===== config.mk =====
export PLATFORM = sky130hd
export DESIGN_NAME = ps2_keyboard_rx_flat
export DESIGN_NICKNAME = d
export VERILOG_FILES = /design/src/rtl/ps2_keyboard_rx_if.sv /design/src/rtl/ps2_keyboard_rx.sv /design/src/flat_wrapper.sv
export SDC_FILE = /design/constraint.sdc
export NUM_CORES = 1
export LEC_CHECK = 0
export ABC_CLOCK_PERIOD_IN_PS = 2650
export BUFFER_PORTS_ARGS = -buffer_cell sky130_fd_sc_hd__buf_2
export CAP_MARGIN = 15
export CORE_UTILIZATION = 30
export CTS_CLUSTER_DIAMETER = 60
export DETAILED_ROUTE_END_ITERATION = 8
export HOLD_SLACK_MARGIN = 0.15
export RECOVER_POWER = 25
export SKIP_LAST_GASP = 1
export SYNTH_ARGS = -nofsm -noshare
export SYNTH_HDL_FRONTEND = slang
export SYNTH_SLANG_ARGS = --single-unit

===== constraint.sdc =====
create_clock -name Clock -period 2.65 [get_ports Clock]
set_input_delay 0.53 -clock Clock [delete_from_list [all_inputs] [get_ports Clock]]
set_output_delay 0.53 -clock Clock [all_outputs]
set_load 0.02 [all_outputs]

===== src/rtl/ps2_keyboard_rx_if.sv =====
// Scan-code delivery bus from the PS/2 receiver to the downstream colour/control logic.
interface ps2_keyboard_rx_if;
  logic [7:0] oScanCode;
  logic       oDataValid;
  logic       oBreak;
  logic       oExtended;
  logic       oParityError;
  logic       oFrameError;

  modport master (
    output oScanCode, oDataValid, oBreak, oExtended, oParityError, oFrameError
  );
  modport slave (
    input  oScanCode, oDataValid, oBreak, oExtended, oParityError, oFrameError
  );
endinterface


===== src/rtl/ps2_keyboard_rx.sv =====
// PS/2 device-to-host receiver: sync + glitch filter, 11-bit deframing,
// break/extended prefix folding and one registered strobe per key event.
module ps2_keyboard_rx #(
  parameter int unsigned FILTER_LEN     = 4,
  parameter int unsigned TIMEOUT_CYCLES = 5000
) (
  input  logic              Clock,
  input  logic              Reset,
  input  logic              iPS2Clk,
  input  logic              iPS2Data,
  ps2_keyboard_rx_if.master kbd
);
  localparam int unsigned FW = $clog2(FILTER_LEN + 1);
  localparam int unsigned TW = $clog2(TIMEOUT_CYCLES);
  localparam logic [FW-1:0] FILT_LAST = FW'(FILTER_LEN - 1);
  localparam logic [TW-1:0] TO_LAST   = TW'(TIMEOUT_CYCLES - 1);

  typedef enum logic [1:0] {IDLE, DATA, PARITY, STOP} state_t;

  logic          clk_s1, clk_s2, dat_s1, dat_s2;
  logic          filt_clk, filt_prev;
  logic [FW-1:0] filt_cnt;
  logic          fall;

  state_t        state;
  logic [2:0]    bit_cnt;
  logic [TW-1:0] to_cnt;
  logic [7:0]    shreg;
  logic          par_bit;
  logic          brk_pend, ext_pend;

  always_ff @(posedge Clock or posedge Reset) begin
    if (Reset) begin
      clk_s1 <= 1'b1;
      clk_s2 <= 1'b1;
      dat_s1 <= 1'b1;
      dat_s2 <= 1'b1;
    end else begin
      clk_s1 <= iPS2Clk;
      clk_s2 <= clk_s1;
      dat_s1 <= iPS2Data;
      dat_s2 <= dat_s1;
    end
  end

  // Filtered clock flips only after FILTER_LEN consecutive samples at the new level.
  always_ff @(posedge Clock or posedge Reset) begin
    if (Reset) begin
      filt_clk  <= 1'b1;
      filt_prev <= 1'b1;
      filt_cnt  <= '0;
    end else begin
      filt_prev <= filt_clk;
      if (clk_s2 == filt_clk) begin
        filt_cnt <= '0;
      end else if (filt_cnt == FILT_LAST) begin
        filt_clk <= clk_s2;
        filt_cnt <= '0;
      end else begin
        filt_cnt <= filt_cnt + 1'b1;
      end
    end
  end

  assign fall = filt_prev & ~filt_clk;

  always_ff @(posedge Clock or posedge Reset) begin
    if (Reset) begin
      state            <= IDLE;
      bit_cnt          <= '0;
      to_cnt           <= '0;
      shreg            <= '0;
      par_bit          <= 1'b0;
      brk_pend         <= 1'b0;
      ext_pend         <= 1'b0;
      kbd.oScanCode    <= '0;
      kbd.oDataValid   <= 1'b0;
      kbd.oBreak       <= 1'b0;
      kbd.oExtended    <= 1'b0;
      kbd.oParityError <= 1'b0;
      kbd.oFrameError  <= 1'b0;
    end else begin
      kbd.oDataValid   <= 1'b0;
      kbd.oParityError <= 1'b0;
      kbd.oFrameError  <= 1'b0;
      // An edge pulse wins over a coincident timeout terminal count.
      if (fall) begin
        to_cnt <= '0;
        case (state)
          IDLE: begin
            if (!dat_s2) begin
              state   <= DATA;
              bit_cnt <= '0;
            end
          end
          DATA: begin
            shreg   <= {dat_s2, shreg[7:1]};
            bit_cnt <= bit_cnt + 1'b1;
            if (bit_cnt == 3'd7) state <= PARITY;
          end
          PARITY: begin
            par_bit <= dat_s2;
            state   <= STOP;
          end
          STOP: begin
            state <= IDLE;
            if (!dat_s2) begin
              kbd.oFrameError <= 1'b1;
            end else if (!(^{shreg, par_bit})) begin
              kbd.oParityError <= 1'b1;
            end else if (shreg == 8'hF0) begin
              brk_pend <= 1'b1;
            end else if (shreg == 8'hE0) begin
              ext_pend <= 1'b1;
            end else begin
              kbd.oScanCode  <= shreg;
              kbd.oBreak     <= brk_pend;
              kbd.oExtended  <= ext_pend;
              kbd.oDataValid <= 1'b1;
              brk_pend       <= 1'b0;
              ext_pend       <= 1'b0;
            end
          end
          default: state <= IDLE;
        endcase
      end else if (state == IDLE) begin
        to_cnt <= '0;
      end else if (to_cnt == TO_LAST) begin
        kbd.oFrameError <= 1'b1;
        state           <= IDLE;
        brk_pend        <= 1'b0;
        ext_pend        <= 1'b0;
        to_cnt          <= '0;
      end else begin
        to_cnt <= to_cnt + 1'b1;
      end
    end
  end
endmodule


===== src/flat_wrapper.sv =====
// flat-port wrapper written by rule: the top's interface ports become plain ports
module ps2_keyboard_rx_flat 
#(
  parameter int unsigned FILTER_LEN     = 4,
  parameter int unsigned TIMEOUT_CYCLES = 5000
)
  (Clock, Reset, iPS2Clk, iPS2Data, kbd_oScanCode, kbd_oDataValid, kbd_oBreak, kbd_oExtended, kbd_oParityError, kbd_oFrameError);
  ps2_keyboard_rx_if kbd_i ();
  input  logic Clock;
  input  logic Reset;
  input  logic iPS2Clk;
  input  logic iPS2Data;
  output wire logic [$bits(kbd_i.oScanCode)-1:0] kbd_oScanCode;
  output wire logic [$bits(kbd_i.oDataValid)-1:0] kbd_oDataValid;
  output wire logic [$bits(kbd_i.oBreak)-1:0] kbd_oBreak;
  output wire logic [$bits(kbd_i.oExtended)-1:0] kbd_oExtended;
  output wire logic [$bits(kbd_i.oParityError)-1:0] kbd_oParityError;
  output wire logic [$bits(kbd_i.oFrameError)-1:0] kbd_oFrameError;
  assign kbd_oScanCode = kbd_i.oScanCode;
  assign kbd_oDataValid = kbd_i.oDataValid;
  assign kbd_oBreak = kbd_i.oBreak;
  assign kbd_oExtended = kbd_i.oExtended;
  assign kbd_oParityError = kbd_i.oParityError;
  assign kbd_oFrameError = kbd_i.oFrameError;
  ps2_keyboard_rx #(.FILTER_LEN(FILTER_LEN), .TIMEOUT_CYCLES(TIMEOUT_CYCLES)) u_core (.Clock(Clock), .Reset(Reset), .iPS2Clk(iPS2Clk), .iPS2Data(iPS2Data), .kbd(kbd_i));
endmodule

* After elaboration in Yosys (flattened, before gate mapping) *
Cells that the tools add are included.
W data, S select, Z words.

storage, ports and cells
  register bits = 51
  bits of input ports = 4
  logic and storage cells = 99

operators by class
  add/subtract/negate cells = 3
  equal/unequal tests = 17
  mux-type cells = 42
  bitwise operators = 5
  reductions and logical operators = 12

operators with widths
  cell                     count
  $mux W13                 3
  $mux W1                  29
  $reduce_and A6 Y1        3
  $eq A8 B8 Y1 const B     2
  $add A13 B1 Y13 const B  1
  $eq A13 B13 Y1 const B   1
  $mux W2                  5
  $mux W3                  3
  $reduce_xor A9 Y1        1
  $ne A2 B2 Y1 const B     4
  $pmux W2 S4              1
  $add A3 B1 Y3 const B    2
  $ne A3 B3 Y1 const B     2
  $pmux W3 S2              1
  $reduce_and A2 Y1        3
  $eq A2 B2 Y1 const B     2
  $ne A2 B1 Y1 const B     2
  $not A1 Y1               4
  $reduce_and A4 Y1        1
  $reduce_bool A2 Y1       2
  $eq A3 B2 Y1 const B     1
  $eq A3 B3 Y1 const B     1
  $reduce_and A3 Y1        1
  $eq A2 B1 Y1 const B     1
  other kinds (3)          3

* Depth between registers and ports, before layout *
Gate-level depths: netlist of the first run.

  word-level depth = 7
  mapped depth = 7
  depth with buffers taken out = 7

* Worst setup path after synthesis of the first run *
No wires, ideal clock.

  path type = flip-flop to flip-flop
  start point = reg u_core.shreg[6]
  end point = reg u_core.kbd.oBreak
  data arrival time = 1,831 ps
  path slack = 694 ps
  stages on the path, launching flop included = 7
  path buffers = 1
  cells stage by stage = dfrtp_1 -> xnor2_1 -> xnor2_1 -> xnor2_1 -> mux2i_1 -> buf_6 -> mux2_2

between the ends
  word-level cells in the longest chain between the ends = 3

RTL lines
  element                               RTL line                                        RTL
  start, declared                       ps2_keyboard_rx.sv:28                           logic [7:0] shreg;
  start signal, assigned                ps2_keyboard_rx.sv:97                           shreg <= {dat_s2, shreg[7:1]};
  $eq A8 B8 Y1 (on tied branches)       ps2_keyboard_rx.sv:111, ps2_keyboard_rx.sv:113
  $not A1 Y1 (no source line)           -
  $reduce_and A6 Y1 (no source line) *  -
  end signal, assigned                  ps2_keyboard_rx.sv:117                          kbd.oBreak <= brk_pend;
  end, declared                         ps2_keyboard_rx_if.sv:11                        output oScanCode, oDataValid, oBreak, oExtended, oParityError, oFrameError

Mark *: on every way between the ends. The rest lies on a longest branch, timed or not.
A chain may end at the register's enable or synchronous reset.

* Final worst setup path of the first run *
  start point = reg u_core.shreg[4]
  end point = reg u_core.kbd.oScanCode[6]

between the ends
  word-level cells in the longest chain between the ends = 3

RTL lines
  element                               RTL line                                        RTL
  $eq A8 B8 Y1 (on tied branches)       ps2_keyboard_rx.sv:111, ps2_keyboard_rx.sv:113
  $not A1 Y1 (no source line)           -
  $reduce_and A6 Y1 (no source line) *  -
  end signal, assigned                  ps2_keyboard_rx.sv:116                          kbd.oScanCode <= shreg;
  end, declared                         ps2_keyboard_rx_if.sv:11

Marks and branches as above.

==> impl_metrics.yaml, run 1 <==
cells_and_area:
  fillers: 738
  drive_above_1_share_pct: 24.3
  final_nets: 229
  seq_area_sq_um: 1280
  insertedDiodeCount: 0
  syn_to_final_growth_pct: 13.9
  multiInputGateArea_sq_um: 975
drt:
  wirelength_mm: 3.89
  drt_first_pass_iters: 4
  num_vias: 1464
  ant_nets: 0
  drtIter0Drc: 53
  drc: 0
  wl_per_cell_um: 12.3
  avgViaCountPerCell: 4.62
clock_tree:
  numCtsBuffers: 5
  clkTransAtPathRegs_ns: 0.09
  ctsHoldBuffers: 0
  clk_latency_ns: 0.30
  htreeDepth: 2
  ctsResizeCount: 0
  cts_setup_buffers: 0
  clockBufferDepth: 2
  cts_tree: "done"
  numClockSinks: 51
  cts-root-buf: "clkbuf_8"
timing:
  fin_skew_ns: 0.0102
  tightest_slew_ns: 1.00
  whs_ns: 0.328
  maxSlewViolCount: 0
  finalCritPeriodShare_pct: 79.2
  final.min_clock_period_ns: 2.10
  postLayoutSetupSlackWorst_ns: 0.550
  finalSetupViolCount: 0
  rsz0062_at_grt: "false"
  timing.fmax_ghz: 0.476
  hold_violations: 0
  fin_tns_setup_ns: 0
  slew_headroom_pct: 33.1
critical_path:
  cpPeakStageDelay_ns: 0.46
  cp_top_family: "XOR/XNOR gates"
  crit_top_cell: "xnor2_1"
  cp-start-kind: "flop"
  cp.arrival_ns: 2.28
  reg2reg_from: "u_core.shreg[4]"
  r2r_slack_ns: 0.55
  path_cells: "xnor2_1, xnor2_1, xnor2_1, mux2i_1, buf_4, mux2_2"
  critPathKind: "flop to flop"
  reg2regPathDepth: 6
  endpoint: "u_core.kbd.oScanCode[6]"
  endpoint_kind: "flop"
  cp_max_fo: 6
  crit_start: "u_core.shreg[4]"
  crit_required_ns: 2.83
  cp.depth: 6
  cp_slowest_cell: "dfrtp_1"
  path_buf_inv: 1
  r2r_end: "u_core.kbd.oScanCode[6]"
global_route:
  grt_pass1_vias: 1453
  grt_antenna_before_repair: 0
  grt_start_max_net_pins: 28
  grt_pass1_wl_mm: 6.95
  grt-ovfl-total: 0
  track_usage_pct: 10.6
synthesis:
  netlist_area_sq_um: 2310
  async_reset_ff_share_pct: 100
  synth_edf_count: 0
  ys_warn_count: 0
  ys_seq_area_share_pct: 55.5
  synth_nets: 208
  avgSynthCellArea_sq_um: 11.8
  postSynthCellCount: 196
  synth_cell_type_count: 37
  ys_ff_latch: 51
  synthFlopType: "dfrtp_1"
floorplanning:
  die_w_um: 89.8
  ios: 17
  start_util_pct: 31.4
  die-area_sq_um: 8070
  core_sq_um: 7370
  row_count: 31
  die_h_um: 89.8
place:
  gp_congestion: 0.760
  dp_hpwl_mm: 2.76
  place_ws_ns: 0.578
  placement.io_buffers: 16
pwr:
  power_density_nw_per_um2: 932
  ir_drop_mv: 0.354
  power_leakage_uw: 0.00126
outcome:
  outcome: "completed"
worst_hold_path:
  min_path_type: "input port to flop"
flow_run:
  max_cap_viol_count: 0
[stage by stage]
stage	area (sq um)	power, uW	util, %	std cells
global route	2640	2650	35.8	317
detailed placement	2530	1950	34.3	309
finish	2640	2460	35.8	317
CTS	2640	2490	35.8	317
floorplan	2310	1770	-	196
global placement	2530	1940	34.3	309
[cells by family after synthesis]
group	synth area share [%]
AOI/OAI and AO/OA	6.38
adders and majority gates	4.32
xor gates and xnor gates	7.41
DFF	55.5
buffers and inverters	2.43
muxes	9.62
and+or+nand+nor	14.4
[cell usage after synthesis (2+ instances only)]
cell type,number,area [sq um]
xnor2_1,10,87.6
nor4b_1,2,17.5
ha_1,8,100
clkbuf_1,4,15.0
a22o_1,2,17.5
and3_2,2,15.0
and4_1,2,17.5
a31o_2,2,17.5
nand4_1,3,18.8
o21ai_0,11,55.1
xor2_1,7,61.3
nand3b_1,2,15.0
nor3b_1,2,15.0
nor2b_1,5,31.3
a21oi_1,4,20.0
nor2_1,13,48.8
dfstp_2,6,158
and3_1,4,25.0
inv_1,7,26.3
or3_1,2,12.5
nand3_1,8,40.0
mux2i_1,2,20.0
mux2_2,18,203
nand2_1,13,48.8
dfrtp_1,45,1130
[routing by layer]
layer / GRT usage, % / up-vias / wire length (um)
met2: 16.6 / 22 / 1780
met3: 2.62 / 5 / 122
met4: 3.69 / 0 / 41
li1: - / 722 / -
met1: 14.2 / 715 / 1950
met5: 0 / - / 0
[cell usage in the layout (no fill, tap or decap), types with 2 or more instances in the layout]
cell type,n
nand3b_1,2
buf_4,3
nand4_1,3
nor3b_1,2
mux2_2,18
clkbuf_8,5
a31o_2,2
buf_2,16
mux2i_1,2
o21ai_0,11
nor2b_1,5
nand3_1,8
nor2_1,13
and3_1,4
and4_1,2
nor4b_1,2
and3_2,2
a21oi_1,4
clkbuf_1,2
nand2_1,13
dfrtp_1,45
a22o_1,2
xnor2_1,10
ha_1,8
xor2_1,7
inv_1,7
dfstp_2,5
or3_1,2
[how the worst min path moves through the flow]
stage	startpoint	to	slack (ns)	cells past startpoint
floorplan	u_core.clk_s1	u_core.clk_s2	0.35	0
global placement	u_core.clk_s1	u_core.clk_s2	0.35	0
detailed placement	u_core.dat_s1	u_core.dat_s2	0.35	0
CTS	Reset	u_core.filt_cnt[1]	0.29	2
global route	iPS2Clk	u_core.clk_s1	0.31	1
finish	iPS2Data	u_core.dat_s1	0.33	1
[sequential cells by signal, indices dropped and copies added (netlist names), 2 cells and up]
register / flops
u_core.filt_cnt: 3
u_core.kbd.oScanCode: 8
u_core.shreg: 8
u_core.to_cnt: 13
u_core.state: 2
u_core.bit_cnt: 3
[layout make-up]
cell class / count / area share (%)
Multi-Input combinational cell: 132 / 37.0
Tap cell: 99 / 4.70
Timing Repair Buffer: 20 / 4.65
Inverter: 7 / 0.996
Clock inverter: 1 / 1.14
Sequential cell: 51 / 48.7
Clock buffer: 7 / 2.89
[report_power, final]
| part | switching [uW] | internal [uW] |
|---|---|---|
| Combinational | 454 | 406 |
| Clock | 240 | 283 |
| Sequential | 142 | 934 |
| Total | 835 | 1620 |
Power figures use the tool's default switching activity.
==> inputs of run 2 (changes only) <==
--- a/config.mk
+++ b/config.mk
@@ -5,7 +5,7 @@
 export SDC_FILE = /design/constraint.sdc
 export NUM_CORES = 1
 export LEC_CHECK = 0
-export ABC_CLOCK_PERIOD_IN_PS = 2650
+export ABC_CLOCK_PERIOD_IN_PS = 1900
 export BUFFER_PORTS_ARGS = -buffer_cell sky130_fd_sc_hd__buf_2
 export CAP_MARGIN = 15
 export CORE_UTILIZATION = 30
==> constraint.sdc (replaced) <==
create_clock -name Clock -period 1.9 [get_ports Clock]
set_input_delay 0.38 -clock Clock [delete_from_list [all_inputs] [get_ports Clock]]
set_output_delay 0.38 -clock Clock [all_outputs]
set_load 0.02 [all_outputs]
==> run 2 against run 1 <==
  * Clock skew down 0.00084 ns
  * Flip-flop and latch count unchanged
  * Largest power group is now combinational logic
  * Die area unchanged
  * Worst setup slack got worse by 0.54 ns
  * Critical endpoint is now u_core.kbd.oScanCode[0]
  * Global-route usage rose by 0.20 points
==> impl_metrics.yaml, run 2 (same netlist as run 1, synthesis figures left out) <==
timing:
  final.min_clock_period_ns: 1.89
  maxSlewViolCount: 0
  slew_headroom_pct: 59.4
  tightest_slew_ns: 0.610
  rsz0062_at_grt: "true"
  finalCritPeriodShare_pct: 99.2
  fin_skew_ns: 0.00940
  timing.fmax_ghz: 0.530
  hold_violations: 0
  postLayoutSetupSlackWorst_ns: 0.0146
  finalSetupViolCount: 0
critical_path:
  critPathKind: "flop to flop"
  cp-start-kind: "flop"
  cp.arrival_ns: 2.08
  crit_required_ns: 2.10
  cp_max_fo: 6
  endpoint_kind: "flop"
cells_and_area:
  top_register: "u_core.to_cnt"
  largest_reg_flops: 13
  final_cell_mix: "44 x dfrtp_1, 20 x buf_4, 16 x buf_2, 13 x nor2_1, 13 x nand2_1"
  final_cell_area_sq_um: 2830
  layout_commonest_cell: "dfrtp_1"
  insertedDiodeCount: 0
  syn_to_final_growth_pct: 22.3
  drive_above_1_share_pct: 33.5
  final_nets: 247
  largest_registers: "u_core.to_cnt: 13 flops, u_core.kbd.oScanCode: 8 flops, u_core.shreg: 8 flops"
place:
  place_ws_ns: -0.0700
  placement.io_buffers: 16
  dp_hpwl_mm: 2.86
  placed_cell_area_sq_um: 2640
  gp_congestion: 0.785
global_route:
  grt_start_max_net_pins: 47
  grt_antenna_before_repair: 0
  grt_pass1_vias: 1530
  grt_pass1_wl_mm: 7.03
  grt-ovfl-total: 0
  track_usage_pct: 10.8
clock_tree:
  numClockSinks: 51
  cts_tree: "done"
  clockBufferDepth: 2
  numCtsBuffers: 5
  clk_latency_ns: 0.30
  clkTransAtPathRegs_ns: 0.09
  htreeDepth: 2
  cts-root-buf: "clkbuf_8"
drt:
  drt_first_pass_iters: 6
  drtIter0Drc: 89
  drc: 0
  wirelength_mm: 4.02
  ant_nets: 0
  avgViaCountPerCell: 4.59
  wl_per_cell_um: 12.0
  num_vias: 1537
flow_run:
  max_cap_viol_count: 0
floorplanning:
  row_count: 31
  core_sq_um: 7370
  start_util_pct: 31.4
  ios: 17
  die_h_um: 89.8
  die_w_um: 89.8
  die-area_sq_um: 8070
pwr:
  ir_drop_mv: 0.558
  total_power_uw: 3820
  power_density_nw_per_um2: 1350
  power_leakage_uw: 0.00140
worst_hold_path:
  min_path_type: "input port to flop"
outcome:
  outcome: "completed"
[run 2: cell types whose count changed in the layout (fill, tap and decap cells not counted), moves of 6 or more]
cell and delta:
mux2_2 -9, xnor2_1 -6, xnor2_2 +6, mux2_4 +9, buf_4 +17
[run 2: power by group]
group | internal [uW] | leakage (uW) | switching (uW)
registers | 1300 | 0.000673 | 173
logic | 955 | 0.000684 | 777
clock network | 258 | 0.0000412 | 353
[run 2: through the flow]
stage	util (%)	std cells	TNS (ns)	hold slack, ns
floorplan	-	196	-0.372	0.345
finish	38.4	335	0	0.166
detailed placement	35.9	324	-0.540	0.275
global placement	35.9	324	-0.476	0.274
CTS	37.8	335	-0.357	0.158
global route	38.4	335	-0.619	0.151
[run 2: per-layer routing]
layer / track usage, % / wire length (um) / vias to the layer above
met5: 0 / 0 / -
met4: 3.69 / 50 / 0
met3: 3.05 / 113 / 5
met2: 17.0 / 1810 / 19
met1: 14.2 / 2040 / 751
li1: - / - / 762
[run 2: worst max-delay path, cell delays in order (launching register included)]
cell and delay [ns]:
dfrtp_2 0.45, xnor2_2 0.16, xnor2_2 0.25, xnor2_2 0.16, mux2i_1 0.25, buf_4 0.20
mux2_4 0.31
[run 2: area by class of cell]
type | instances | area (sq um)
Clock inverter | 2 | 12.5
Timing Repair Buffer | 38 | 248
Fill cell | 738 | 4540
Sequential cell | 51 | 1280
Clock buffer | 6 | 72.6
Tap cell | 99 | 124
Inverter | 7 | 26.3
Multi-Input combinational cell | 132 | 1060
[run 2: timing repair]
action                     in CTS  in global routing
hold endpoints to repair        5                  0
hold buffers                    1                  0
setup buffers                   2                  1
pin swaps                       3                  5
setup endpoints to repair       9                 11
resized for setup               9                  9
[run 2: worst paths after layout]
kind	endpoint	cells past startpoint	from	slack, ns
max	u_core.kbd.oScanCode[0]	6	u_core.shreg[3]	0.01
min	u_core.clk_s1	1	iPS2Clk	0.17
max reg2reg	u_core.kbd.oScanCode[0]	6	u_core.shreg[3]	0.01
min reg2reg	u_core.dat_s2	0	u_core.dat_s1	0.36
max in group asynchronous	u_core.shreg[3]	4	Reset	0.50
min in group asynchronous	u_core.filt_cnt[1]	3	Reset	0.50
==> inputs of run 3 (changes only) <==
--- a/config.mk
+++ b/config.mk
@@ -8,12 +8,16 @@
 export ABC_CLOCK_PERIOD_IN_PS = 1900
 export BUFFER_PORTS_ARGS = -buffer_cell sky130_fd_sc_hd__buf_2
 export CAP_MARGIN = 15
+export CELL_PAD_IN_SITES_DETAIL_PLACEMENT = 1
+export CELL_PAD_IN_SITES_GLOBAL_PLACEMENT = 1
 export CORE_UTILIZATION = 30
 export CTS_CLUSTER_DIAMETER = 60
 export DETAILED_ROUTE_END_ITERATION = 8
 export HOLD_SLACK_MARGIN = 0.15
+export PLACE_DENSITY_LB_ADDON = 0.1
 export RECOVER_POWER = 25
 export SKIP_LAST_GASP = 1
+export SLEW_MARGIN = 20
 export SYNTH_ARGS = -nofsm -noshare
 export SYNTH_HDL_FRONTEND = slang
 export SYNTH_SLANG_ARGS = --single-unit
==> run 3 against run 2 <==
  * The flow now finishes with violations (negative setup slack)
  * Global-route usage increased by 2.6 points
  * Worst setup slack got worse by 0.060 ns
  * Routed wire length is 23% higher
  * Fmax decreased by 3.1%
  * Cell area increased by 1.7%
  * Sequential share of layout area decreased by 0.68 points
  * Clock power grew 5.7%
  * Critical path depth is the same
  * Die area is the same
  * Clock skew decreased by 0.00081 ns
  * Core utilization is 0.66 points higher
  * Flip-flop and latch count did not move
  * Critical endpoint is now u_core.kbd.oBreak
  * Largest cell class unchanged
  * Largest power group unchanged
==> impl_metrics.yaml, run 3 (same netlist as run 1, synthesis figures left out) <==
outcome:
  outcome: "finished, violations left"
  violations: "negative setup slack"
global_route:
  grt-ovfl-total: 0
  grt_start_max_net_pins: 32
  grt_pass1_vias: 1719
  grt_antenna_before_repair: 0
  track_usage_pct: 13.4
  grt_pass1_wl_mm: 8.58
timing:
  tightest_slew_ns: 0.897
  finalSetupViolCount: 9
  slew_headroom_pct: 40.1
  maxSlewViolCount: 0
  rsz0062_at_grt: "true"
  postLayoutSetupSlackWorst_ns: -0.0458
  finalCritPeriodShare_pct: 102
  hold_violations: 0
  timing.fmax_ghz: 0.514
  final.min_clock_period_ns: 1.95
  fin_skew_ns: 0.00860
pwr:
  power_leakage_uw: 0.00141
  p_sw_uw: 1400
  combPwrFrac_pct: 47.4
  p_sw_share_pct: 34.5
  p_seq_share_pct: 36.8
  power_density_nw_per_um2: 1410
  clkPwrFrac_pct: 15.9
  p_int_uw: 2670
  total_power_uw: 4070
  ir_drop_mv: 0.420
worst_hold_path:
  hold_path.startpoint: "iPS2Clk"
  min_path_type: "input port to flop"
critical_path:
  cpPeakStageDelay_ns: 0.45
  cp_slowest_cell: "dfrtp_2"
  path_cells: "xnor2_2, xnor2_2, xnor2_2, mux2i_1, buf_4, mux2_4"
  crit_start: "u_core.shreg[7]"
  crit_required_ns: 2.09
  critPathKind: "flop to flop"
  crit_top_cell: "xnor2_2"
  endpoint_kind: "flop"
  r2r_slack_ns: -0.05
  cp-start-kind: "flop"
  reg2reg_from: "u_core.shreg[7]"
  cp.arrival_ns: 2.13
  cp_max_fo: 7
drt:
  wl_per_cell_um: 14.7
  drtIter0Drc: 98
  num_vias: 1585
  wirelength_mm: 4.95
  avgViaCountPerCell: 4.70
  drt_first_pass_iters: 4
  drc: 0
  ant_nets: 0
clock_tree:
  clockBufferDepth: 2
  htreeDepth: 2
  clk_latency_ns: 0.30
  numClockSinks: 51
  clkTransAtPathRegs_ns: 0.10
  cts-root-buf: "clkbuf_8"
  numCtsBuffers: 5
  cts_tree: "done"
place:
  dp_hpwl_mm: 3.55
  placement.io_buffers: 16
  gp_congestion: 0.812
  place_ws_ns: -0.0988
floorplanning:
  die_w_um: 89.8
  row_count: 31
  die-area_sq_um: 8070
  die_h_um: 89.8
  ios: 17
  core_sq_um: 7370
  start_util_pct: 31.4
cells_and_area:
  insertedDiodeCount: 0
  final_nets: 249
  largest_reg_flops: 13
  top_register: "u_core.to_cnt"
  layout_commonest_cell: "dfrtp_1"
  drive_above_1_share_pct: 35.3
  seq_area_sq_um: 1290
  multiInputGateArea_sq_um: 1070
  fillers: 819
  largest_registers: "u_core.to_cnt: 13 flops, u_core.kbd.oScanCode: 8 flops, u_core.shreg: 8 flops"
  syn_to_final_growth_pct: 24.4
  final_util_pct: 39.1
  final_cell_mix: "42 x dfrtp_1, 21 x buf_4, 15 x buf_2, 13 x nor2_1, 12 x nand2_1"
flow_run:
  max_cap_viol_count: 0
## run 3: timing repair
action                     in CTS  in global routing
setup buffers                   5                  1
hold buffers                    1                  0
hold endpoints to repair       18                  0
pin swaps                       4                  7
resized for setup              10                 16
setup endpoints to repair       9                 14
## run 3: power by group through the flow
stage | Sequential, uW | Clock (uW) | Combinational, uW
2_1_floorplan | 1490 | 0 | 980
3_3_place_gp | 1490 | 0 | 1540
3_5_place_dp | 1500 | 0 | 1590
4_1_cts | 1490 | 681 | 1900
5_1_grt | 1530 | 720 | 2130
6_report | 1500 | 646 | 1930
## run 3: critical path, delay by kind of cell (launching register included)
kind	cells	cell delay [ns]
multiplexers	2	0.57
flip-flops	1	0.45
XOR/XNOR	3	0.60
buffers and inverters	1	0.22
## run 3: final timing paths
| kind | endpoint | depth (start not counted) |
|---|---|---|
| setup / recovery | u_core.kbd.oBreak | 6 |
| hold / removal | u_core.clk_s1 | 1 |
| setup reg to reg | u_core.kbd.oBreak | 6 |
| hold reg to reg | u_core.dat_s2 | 0 |
| max in group asynchronous | u_core.filt_prev | 4 |
| min in group asynchronous | u_core.bit_cnt[2] | 3 |
## run 3: cell type report
cell class	count	area share, %
sequential	51	44.7
tap	99	4.30
multi-input combinational	132	37.3
clock buffer	7	3.00
inverter	7	0.912
clock inverter	1	0.174
timing repair buffer	40	9.64
## run 3: per-stage QoR
step,setup TNS [ns],instance area (sq um),hold slack (ns),cells
CTS,-0.246,2830,0.159,336
global placement,-0.279,2640,0.346,323
floorplan,-0.372,2310,0.345,196
finish,-0.278,2880,0.173,337
global route,-1.40,2880,0.153,337
detailed placement,-0.831,2640,0.347,323
## run 3: metal layers
| layer | up-vias | part of all wire (%) | global-route usage (%) |
|---|---|---|---|
| li1 | 762 | - | - |
| met1 | 800 | 47 | 17.5 |
| met4 | 0 | 0.59 | 4.10 |
| met5 | - | 0 | 0 |
| met3 | 3 | 2.5 | 2.88 |
| met2 | 20 | 50 | 22.2 |
